$ cat src/rtl/cpu_pkg.sv
// Shared LEGv8 pipeline types: opcode constants, shadow-stage record, forwarding
// select and hazard FSM encodings, plus the forwarding priority helper.
package cpu_pkg;

   localparam logic [10:0] OP_LDUR  = 11'b11111000010;
   localparam logic [10:0] OP_STUR  = 11'b11111000000;
   localparam logic [10:0] OP_ADD   = 11'b10001011000;
   localparam logic [10:0] OP_SUB   = 11'b11001011000;
   localparam logic [10:0] OP_ADDS  = 11'b10101011000;
   localparam logic [10:0] OP_SUBS  = 11'b11101011000;
   localparam logic [10:0] OP_AND   = 11'b10001010000;
   localparam logic [10:0] OP_ORR   = 11'b10101010000;
   localparam logic [10:0] OP_EOR   = 11'b11001010000;
   localparam logic [9:0]  OP_ADDI  = 10'b1001000100;
   localparam logic [7:0]  OP_CBZ   = 8'b10110100;
   localparam logic [7:0]  OP_BCOND = 8'b01010100;
   localparam logic [5:0]  OP_B     = 6'b000101;

   typedef enum logic [1:0] {
      FWD_RF    = 2'b00,
      FWD_MEMWB = 2'b01,
      FWD_EXMEM = 2'b10
   } fwd_sel_e;

   typedef struct packed {
      logic       valid;
      logic [4:0] rd;
      logic       wr;
      logic       ld;
   } stage_info_t;

   typedef enum logic [1:0] {
      RUN   = 2'b00,
      STALL = 2'b01,
      FLUSH = 2'b10
   } hz_state_e;

   localparam stage_info_t STAGE_EMPTY = '{valid: 1'b0, rd: 5'd0, wr: 1'b0, ld: 1'b0};

   // The youngest producer wins: EX/MEM result beats MEM/WB data.
   function automatic fwd_sel_e fwd_pick(input stage_info_t ex,
                                         input stage_info_t mem,
                                         input logic [4:0]  src,
                                         input logic        use_src);
      fwd_sel_e sel;
      if (use_src && ex.valid && ex.wr && (ex.rd == src)) begin
         sel = FWD_EXMEM;
      end else if (use_src && mem.valid && mem.wr && (mem.rd == src)) begin
         sel = FWD_MEMWB;
      end else begin
         sel = FWD_RF;
      end
      return sel;
   endfunction

endpackage

$ cat src/rtl/hz_decode.sv
// Combinational LEGv8 register-usage decode for the instruction held in IF/ID.
module hz_decode
   import cpu_pkg::*;
#(
   parameter int unsigned ZERO_REG = 31
) (
   input  logic [31:0] instr_i,
   output logic [4:0]  src1_o,
   output logic        use1_o,
   output logic [4:0]  src2_o,
   output logic        use2_o,
   output logic [4:0]  dest_o,
   output logic        wr_o,
   output logic        ld_o
);

   localparam logic [4:0] ZR_IDX = ZERO_REG[4:0];

   logic [10:0] op11_s;
   logic        use1_raw_s;
   logic        use2_raw_s;
   logic        wr_raw_s;
   logic        ld_raw_s;
   logic        imm_unused_s;

   assign op11_s       = instr_i[31:21];
   assign imm_unused_s = ^instr_i[15:10];

   // Register fields by format; B and B.cond fall through as using and writing nothing.
   always_comb begin
      src1_o     = instr_i[9:5];
      src2_o     = instr_i[20:16];
      dest_o     = instr_i[4:0];
      use1_raw_s = 1'b0;
      use2_raw_s = 1'b0;
      wr_raw_s   = 1'b0;
      ld_raw_s   = 1'b0;
      if (op11_s inside {OP_ADD, OP_SUB, OP_ADDS, OP_SUBS, OP_AND, OP_ORR, OP_EOR}) begin
         use1_raw_s = 1'b1;
         use2_raw_s = 1'b1;
         wr_raw_s   = 1'b1;
      end else if (op11_s == OP_LDUR) begin
         use1_raw_s = 1'b1;
         wr_raw_s   = 1'b1;
         ld_raw_s   = 1'b1;
      end else if (op11_s == OP_STUR) begin
         use1_raw_s = 1'b1;
         use2_raw_s = 1'b1;
         src2_o     = instr_i[4:0];
      end else if (instr_i[31:22] == OP_ADDI) begin
         use1_raw_s = 1'b1;
         wr_raw_s   = 1'b1;
      end else if (instr_i[31:24] == OP_CBZ) begin
         use2_raw_s = 1'b1;
         src2_o     = instr_i[4:0];
      end else begin
         use1_raw_s = 1'b0;
      end
   end

   assign use1_o = use1_raw_s & (src1_o != ZR_IDX);
   assign use2_o = use2_raw_s & (src2_o != ZR_IDX);
   assign wr_o   = wr_raw_s & (dest_o != ZR_IDX);
   assign ld_o   = ld_raw_s & wr_o;

endmodule

$ cat src/rtl/pipe_hazard_ctrl.sv
// Hazard/sequencing controller for the 5-stage LEGv8 pipeline: load-use stalls,
// taken-branch flushes and registered EX-stage forwarding selects.
module pipe_hazard_ctrl
   import cpu_pkg::*;
#(
   parameter int unsigned CNT_W    = 16,
   parameter int unsigned ZERO_REG = 31
) (
   input  logic             clk,
   input  logic             reset,
   input  logic [31:0]      id_instr,
   input  logic             id_valid,
   input  logic             branch_taken,
   output logic             pc_write,
   output logic             ifid_write,
   output logic             ifid_flush,
   output logic             idex_bubble,
   output logic [1:0]       fwd_a,
   output logic [1:0]       fwd_b,
   output logic [CNT_W-1:0] stall_cnt,
   output logic [CNT_W-1:0] flush_cnt
);

   logic [4:0]       dec_src1_s;
   logic [4:0]       dec_src2_s;
   logic [4:0]       dec_dest_s;
   logic             dec_use1_s;
   logic             dec_use2_s;
   logic             dec_wr_s;
   logic             dec_ld_s;
   logic             use1_s;
   logic             use2_s;
   logic             load_use_s;
   logic             flush_s;
   logic             stall_s;
   stage_info_t      ex_q, ex_d;
   stage_info_t      mem_q;
   stage_info_t      wb_q;
   hz_state_e        state_q, state_d;
   fwd_sel_e         fwd_a_q, fwd_a_d;
   fwd_sel_e         fwd_b_q, fwd_b_d;
   logic [CNT_W-1:0] stall_cnt_q, stall_cnt_d;
   logic [CNT_W-1:0] flush_cnt_q, flush_cnt_d;
   logic             wb_unused_s;

   hz_decode #(.ZERO_REG(ZERO_REG)) u_decode (
      .instr_i (id_instr),
      .src1_o  (dec_src1_s),
      .use1_o  (dec_use1_s),
      .src2_o  (dec_src2_s),
      .use2_o  (dec_use2_s),
      .dest_o  (dec_dest_s),
      .wr_o    (dec_wr_s),
      .ld_o    (dec_ld_s)
   );

   assign use1_s = dec_use1_s & id_valid;
   assign use2_s = dec_use2_s & id_valid;

   // WB is tracked for completeness; regfile write-then-read already covers it.
   assign wb_unused_s = ^wb_q;

   // Hazard detection; a taken branch overrides any load-use stall.
   always_comb begin
      load_use_s = 1'b0;
      if (ex_q.valid && ex_q.ld && (state_q != STALL)) begin
         load_use_s = (use1_s && (ex_q.rd == dec_src1_s)) ||
                      (use2_s && (ex_q.rd == dec_src2_s));
      end else begin
         load_use_s = 1'b0;
      end
      flush_s = branch_taken;
      stall_s = load_use_s & ~flush_s;
   end

   // Pipeline-register controls respond in the same cycle.
   always_comb begin
      pc_write    = 1'b1;
      ifid_write  = 1'b1;
      ifid_flush  = 1'b0;
      idex_bubble = 1'b0;
      if (!reset) begin
         pc_write    = 1'b0;
         ifid_write  = 1'b0;
         ifid_flush  = 1'b1;
         idex_bubble = 1'b1;
      end else if (flush_s) begin
         pc_write    = 1'b1;
         ifid_write  = 1'b1;
         ifid_flush  = 1'b1;
         idex_bubble = 1'b1;
      end else if (stall_s) begin
         pc_write    = 1'b0;
         ifid_write  = 1'b0;
         ifid_flush  = 1'b0;
         idex_bubble = 1'b1;
      end else begin
         pc_write    = 1'b1;
         ifid_write  = 1'b1;
         ifid_flush  = 1'b0;
         idex_bubble = 1'b0;
      end
   end

   // Next state: FSM, EX shadow entry, forwarding selects and saturating counters.
   always_comb begin
      state_d     = RUN;
      ex_d        = STAGE_EMPTY;
      fwd_a_d     = FWD_RF;
      fwd_b_d     = FWD_RF;
      stall_cnt_d = stall_cnt_q;
      flush_cnt_d = flush_cnt_q;
      if (flush_s) begin
         state_d = FLUSH;
      end else if (stall_s) begin
         state_d = STALL;
      end else begin
         state_d = RUN;
         ex_d    = '{valid: id_valid, rd: dec_dest_s,
                     wr: dec_wr_s & id_valid, ld: dec_ld_s & id_valid};
         fwd_a_d = fwd_pick(ex_q, mem_q, dec_src1_s, use1_s);
         fwd_b_d = fwd_pick(ex_q, mem_q, dec_src2_s, use2_s);
      end
      if (stall_s && (stall_cnt_q != {CNT_W{1'b1}})) begin
         stall_cnt_d = stall_cnt_q + CNT_W'(1);
      end else begin
         stall_cnt_d = stall_cnt_q;
      end
      if (flush_s && (flush_cnt_q != {CNT_W{1'b1}})) begin
         flush_cnt_d = flush_cnt_q + CNT_W'(1);
      end else begin
         flush_cnt_d = flush_cnt_q;
      end
   end

   // State registers with asynchronous active-low reset.
   always_ff @(posedge clk or negedge reset) begin
      if (!reset) begin
         state_q     <= RUN;
         ex_q        <= STAGE_EMPTY;
         mem_q       <= STAGE_EMPTY;
         wb_q        <= STAGE_EMPTY;
         fwd_a_q     <= FWD_RF;
         fwd_b_q     <= FWD_RF;
         stall_cnt_q <= {CNT_W{1'b0}};
         flush_cnt_q <= {CNT_W{1'b0}};
      end else begin
         state_q     <= state_d;
         ex_q        <= ex_d;
         mem_q       <= ex_q;
         wb_q        <= mem_q;
         fwd_a_q     <= fwd_a_d;
         fwd_b_q     <= fwd_b_d;
         stall_cnt_q <= stall_cnt_d;
         flush_cnt_q <= flush_cnt_d;
      end
   end

   assign fwd_a     = fwd_a_q;
   assign fwd_b     = fwd_b_q;
   assign stall_cnt = stall_cnt_q;
   assign flush_cnt = flush_cnt_q;

endmodule

$ cat config.mk
export PLATFORM = sky130hd
export DESIGN_NAME = pipe_hazard_ctrl
export DESIGN_NICKNAME = d
export VERILOG_FILES = /design/src/rtl/cpu_pkg.sv /design/src/rtl/hz_decode.sv /design/src/rtl/pipe_hazard_ctrl.sv
export SDC_FILE = /design/constraint.sdc
export NUM_CORES = 1
export LEC_CHECK = 0
export CORE_MARGIN = 2
export CORE_UTILIZATION = 30
export CTS_CLUSTER_DIAMETER = 40
export DETAILED_ROUTE_END_ITERATION = 7
export GPL_ROUTABILITY_DRIVEN = 0
export HOLD_SLACK_MARGIN = 0.02
export RECOVER_POWER = 100
export SYNTH_ARGS = -nofsm -noshare
export SYNTH_HDL_FRONTEND = slang
export SYNTH_HIERARCHICAL = 1
export SYNTH_SLANG_ARGS = --single-unit
export TNS_END_PERCENT = 50
$ cat constraint.sdc
create_clock -name clk -period 9.2 [get_ports clk]
set_input_delay 0.92 -clock clk [delete_from_list [all_inputs] [get_ports clk]]
set_output_delay 0.92 -clock clk [all_outputs]
set_load 0.02 [all_outputs]
==> impl_metrics.tcl <==
set metrics [dict create \
    finalHoldViolCount 0 \
    status "finished, violations left" \
    postPlaceCellArea_um2 3601 \
    rows 35 \
    io_pins 76 \
    critPathLaunchType "primary input" \
    power.leakage_nw 1.533 \
    dp_cells 454 \
    rr_startpoint "ex_q[6]" \
    vdd_drop_max_v 0.00007855 \
    grtUsageMet2_pct 20.73 \
    synthToLayoutAreaGrowth_pct 29.43 \
    synth_edf_count 0 \
    die_x_um 101.4 \
    wl_um 6074 \
    rr_endpoint "stall_cnt[1]" \
    maxCapViolations 1 \
    die_h_um 101.4 \
    drc_errors 0 \
    final.setup.tns_ns 0 \
    grt_antenna_before_repair 0 \
    ctsHtreeMaxLevel 2 \
    path_clk_slew_ns 0.10 \
    crit_type "in2out" \
    fin_cells 462 \
    critical_path_depth 11 \
    cts_made_buffers 5 \
    violations "capacitance limit, slew limit" \
    crit_top_cell "dlygate4sd3_1" \
    coreArea_um2 9240 \
    r2r.worst_path.cells 5 \
    ctsHoldBuffers 0 \
    wl_per_cell_um 13.15 \
    synth_cells 268 \
    ys_types 47 \
    nNetsFinal 370 \
    ant_nets 0 \
    tightest_slew_ns 2.978 \
    multi_input_area_um2 1373 \
    clockBufferDepth 2 \
    relSlewSlack_pct -98.52 \
    n_antenna_cell 0 \
    die_area_um2 10270 \
    cp_num_buf_inv 2 \
    drv_slew 57 \
    cts_resized 0 \
    crit_path_end_kind "primary output" \
    dr.first_iter.drc_count 59 \
    grt-ovfl-total 0 \
    hold_path.class "reg2reg" \
    cp_data_required_time_ns 8.28 \
    worstPathArrival_ns 5.63 \
    fin_util_pct 39.84 \
    place_hpwl_um 4694 \
    max_freq_mhz 152.7 \
    cp_top_family "compound AO/OA/AOI/OAI gates" \
    top_usage_layer "met2" \
    synth_seq_area_share_pct 46.63 \
    grt_use_met1_pct 15.74 \
    synth_nets 306 \
    synth-seq-cells 53 \
    rsz0062_at_grt "no" \
    grt_first_pass_wirelength_um 10060 \
    grt_max_degree 57 \
    drive_above_1_share_pct 6.306 \
    critPathCapture "pc_write" \
    viasPerCell 4.645 \
    fillCellCount 914 \
    start_util_pct 30.78 \
    async_flop_share_pct 100.0 \
    post-route-period-util_pct 71.20 \
    insertion_delay_ns 0.31 \
    dominantRegCellSynth "dfrtp_1" \
    grtUsageTotal_pct 12.31 \
    timing.reg2reg.setup_slack_ns 6.42 \
    skew_ns 0.01139 \
    seqCellArea_um2 1326 \
    ys_warn_count 6 \
    cpMaxStageDelayCell "o22ai_1" \
    crit_fanout 16 \
    grt_pass1_vias 2156 \
    max_stage_delay_ns 0.98 \
    p_per_area_nw_per_um2 147.3 \
    design_area_um2 3681 \
    cts_tree "yes" \
    synth_area_per_cell_um2 10.61 \
    worstPathCellList "dlygate4sd3_1, and3b_1, and4b_4, a32oi_1, mux2_1, xor2_1, or4_1, o22ai_1, and2_0, nor2b_1, dlygate4sd3_1" \
    cts_root_buf "clkbuf_8" \
    cts_setup_buffers 0 \
    startpoint "id_instr[25]" \
    syn_area_um2 2844 \
    routed-via-count 2146 \
    numClockSinks 53 \
    setup-violations-final 0 \
    drt_pre_antenna_iters 4 \
    portBuffers 69 \
    grt_use_met3_pct 2.692 \
    post-route-min-period_ns 6.551 \
    holdPathStages 0 \
]
-- how the worst min path moves through the flow --
stage,start,endpoint,slack (ns)
3_5_place_dp,ex_q[1],mem_q[1],0.37
2_1_floorplan,ex_q[1],mem_q[1],0.35
5_1_grt,ex_q[1],mem_q[1],0.40
6_report,ex_q[1],mem_q[1],0.39
4_1_cts,ex_q[1],mem_q[1],0.40
3_3_place_gp,ex_q[1],mem_q[1],0.36
-- metrics by stage --
| step | power (mW) | worst slack (ns) | hold WS (ns) |
|---|---|---|---|
| after floorplan | 0.3314 | 4.908 | 0.3540 |
| after global placement | 0.3867 | 3.712 | 0.3623 |
| after detailed placement | 0.3895 | 3.666 | 0.3713 |
| after CTS | 0.5586 | 3.669 | 0.3952 |
| after global routing | 0.5715 | 2.385 | 0.3985 |
| final | 0.5423 | 2.649 | 0.3907 |
-- layer usage --
| layer | share of wire (%) | vias up |
|---|---|---|
| met5 | 0 | - |
| met2 | 48 | 62 |
| li1 | - | 1069 |
| met1 | 46 | 1008 |
| met3 | 4.8 | 7 |
| met4 | 1.0 | 0 |
-- registers in the layout, summed over array words and instances (netlist names) --
| register | flops |
|---|---|
| fwd_a | 2 |
| fwd_b | 2 |
| mem_q | 7 |
| stall_cnt | 16 |
| flush_cnt | 16 |
| ex_q | 8 |
| state_q | 2 |
-- logic make-up (layout without fill, tap and decap cells) --
family                     Yosys count  count (layout)  share of synthesized area (%)
AOI/OAI and AO/OA                   17              17                          5.411
xor gates and xnor gates            47              47                          14.47
adders and majority gates            2               2                         0.8798
buffers and inverters               16              81                          3.827
muxes                                8               8                          3.167
and+or+nand+nor                    125             125                          25.60
DFF                                 53              53                          46.63
-- power by group --
| part | internal, mW | switching, mW | leakage, nW |
|---|---|---|---|
| Sequential | 0.249 | 0.0211 | 0.709 |
| Combinational | 0.0516 | 0.0546 | 0.767 |
| Clock | 0.0886 | 0.0772 | 0.0574 |
| Total | 0.389 | 0.153 | 1.53 |
-- Yosys cell counts, types with 3 or more instances --
library cell / n / area, um2
dfrtp_1: 53 / 1326
xor2_1: 11 / 96.34
xnor2_1: 36 / 315.3
o211ai_1: 4 / 30.03
nand3_1: 19 / 95.09
nor4_1: 4 / 25.02
nand2_1: 21 / 78.83
and2_1: 12 / 75.07
nor2_1: 17 / 63.81
nand4_1: 15 / 93.84
or3_1: 4 / 25.02
buf_4: 11 / 82.58
mux2_2: 5 / 56.30
nand3b_1: 3 / 22.52
mux2_1: 3 / 33.78
and3_1: 6 / 37.54
nor3_1: 5 / 25.02
-- layout make-up --
cell class,count,share of cell area (%)
well taps,129,4.385
clock buffers,6,2.243
multi-input cells,199,37.29
repair buffers,70,18.73
inverters,3,0.3059
clock inverters,2,1.020
flip-flops and latches,53,36.03
-- cells in the final DEF, fill, tap and decap left out, types with 3 or more instances in the layout --
cell / instances
nand2_1: 21
mux2_2: 4
nand3_1: 19
nor4_1: 4
dlygate4sd3_1: 41
xor2_1: 11
and2_0: 9
and3_1: 6
o21ai_0: 3
and2_1: 3
or3_1: 4
mux2_1: 4
o211ai_1: 4
clkbuf_8: 6
nor2_1: 17
clkdlybuf4s50_1: 27
nor3_1: 5
dfrtp_1: 53
nand4_1: 15
nand3b_1: 3
xnor2_1: 36
No activity file was read; power rests on OpenSTA's default activity.
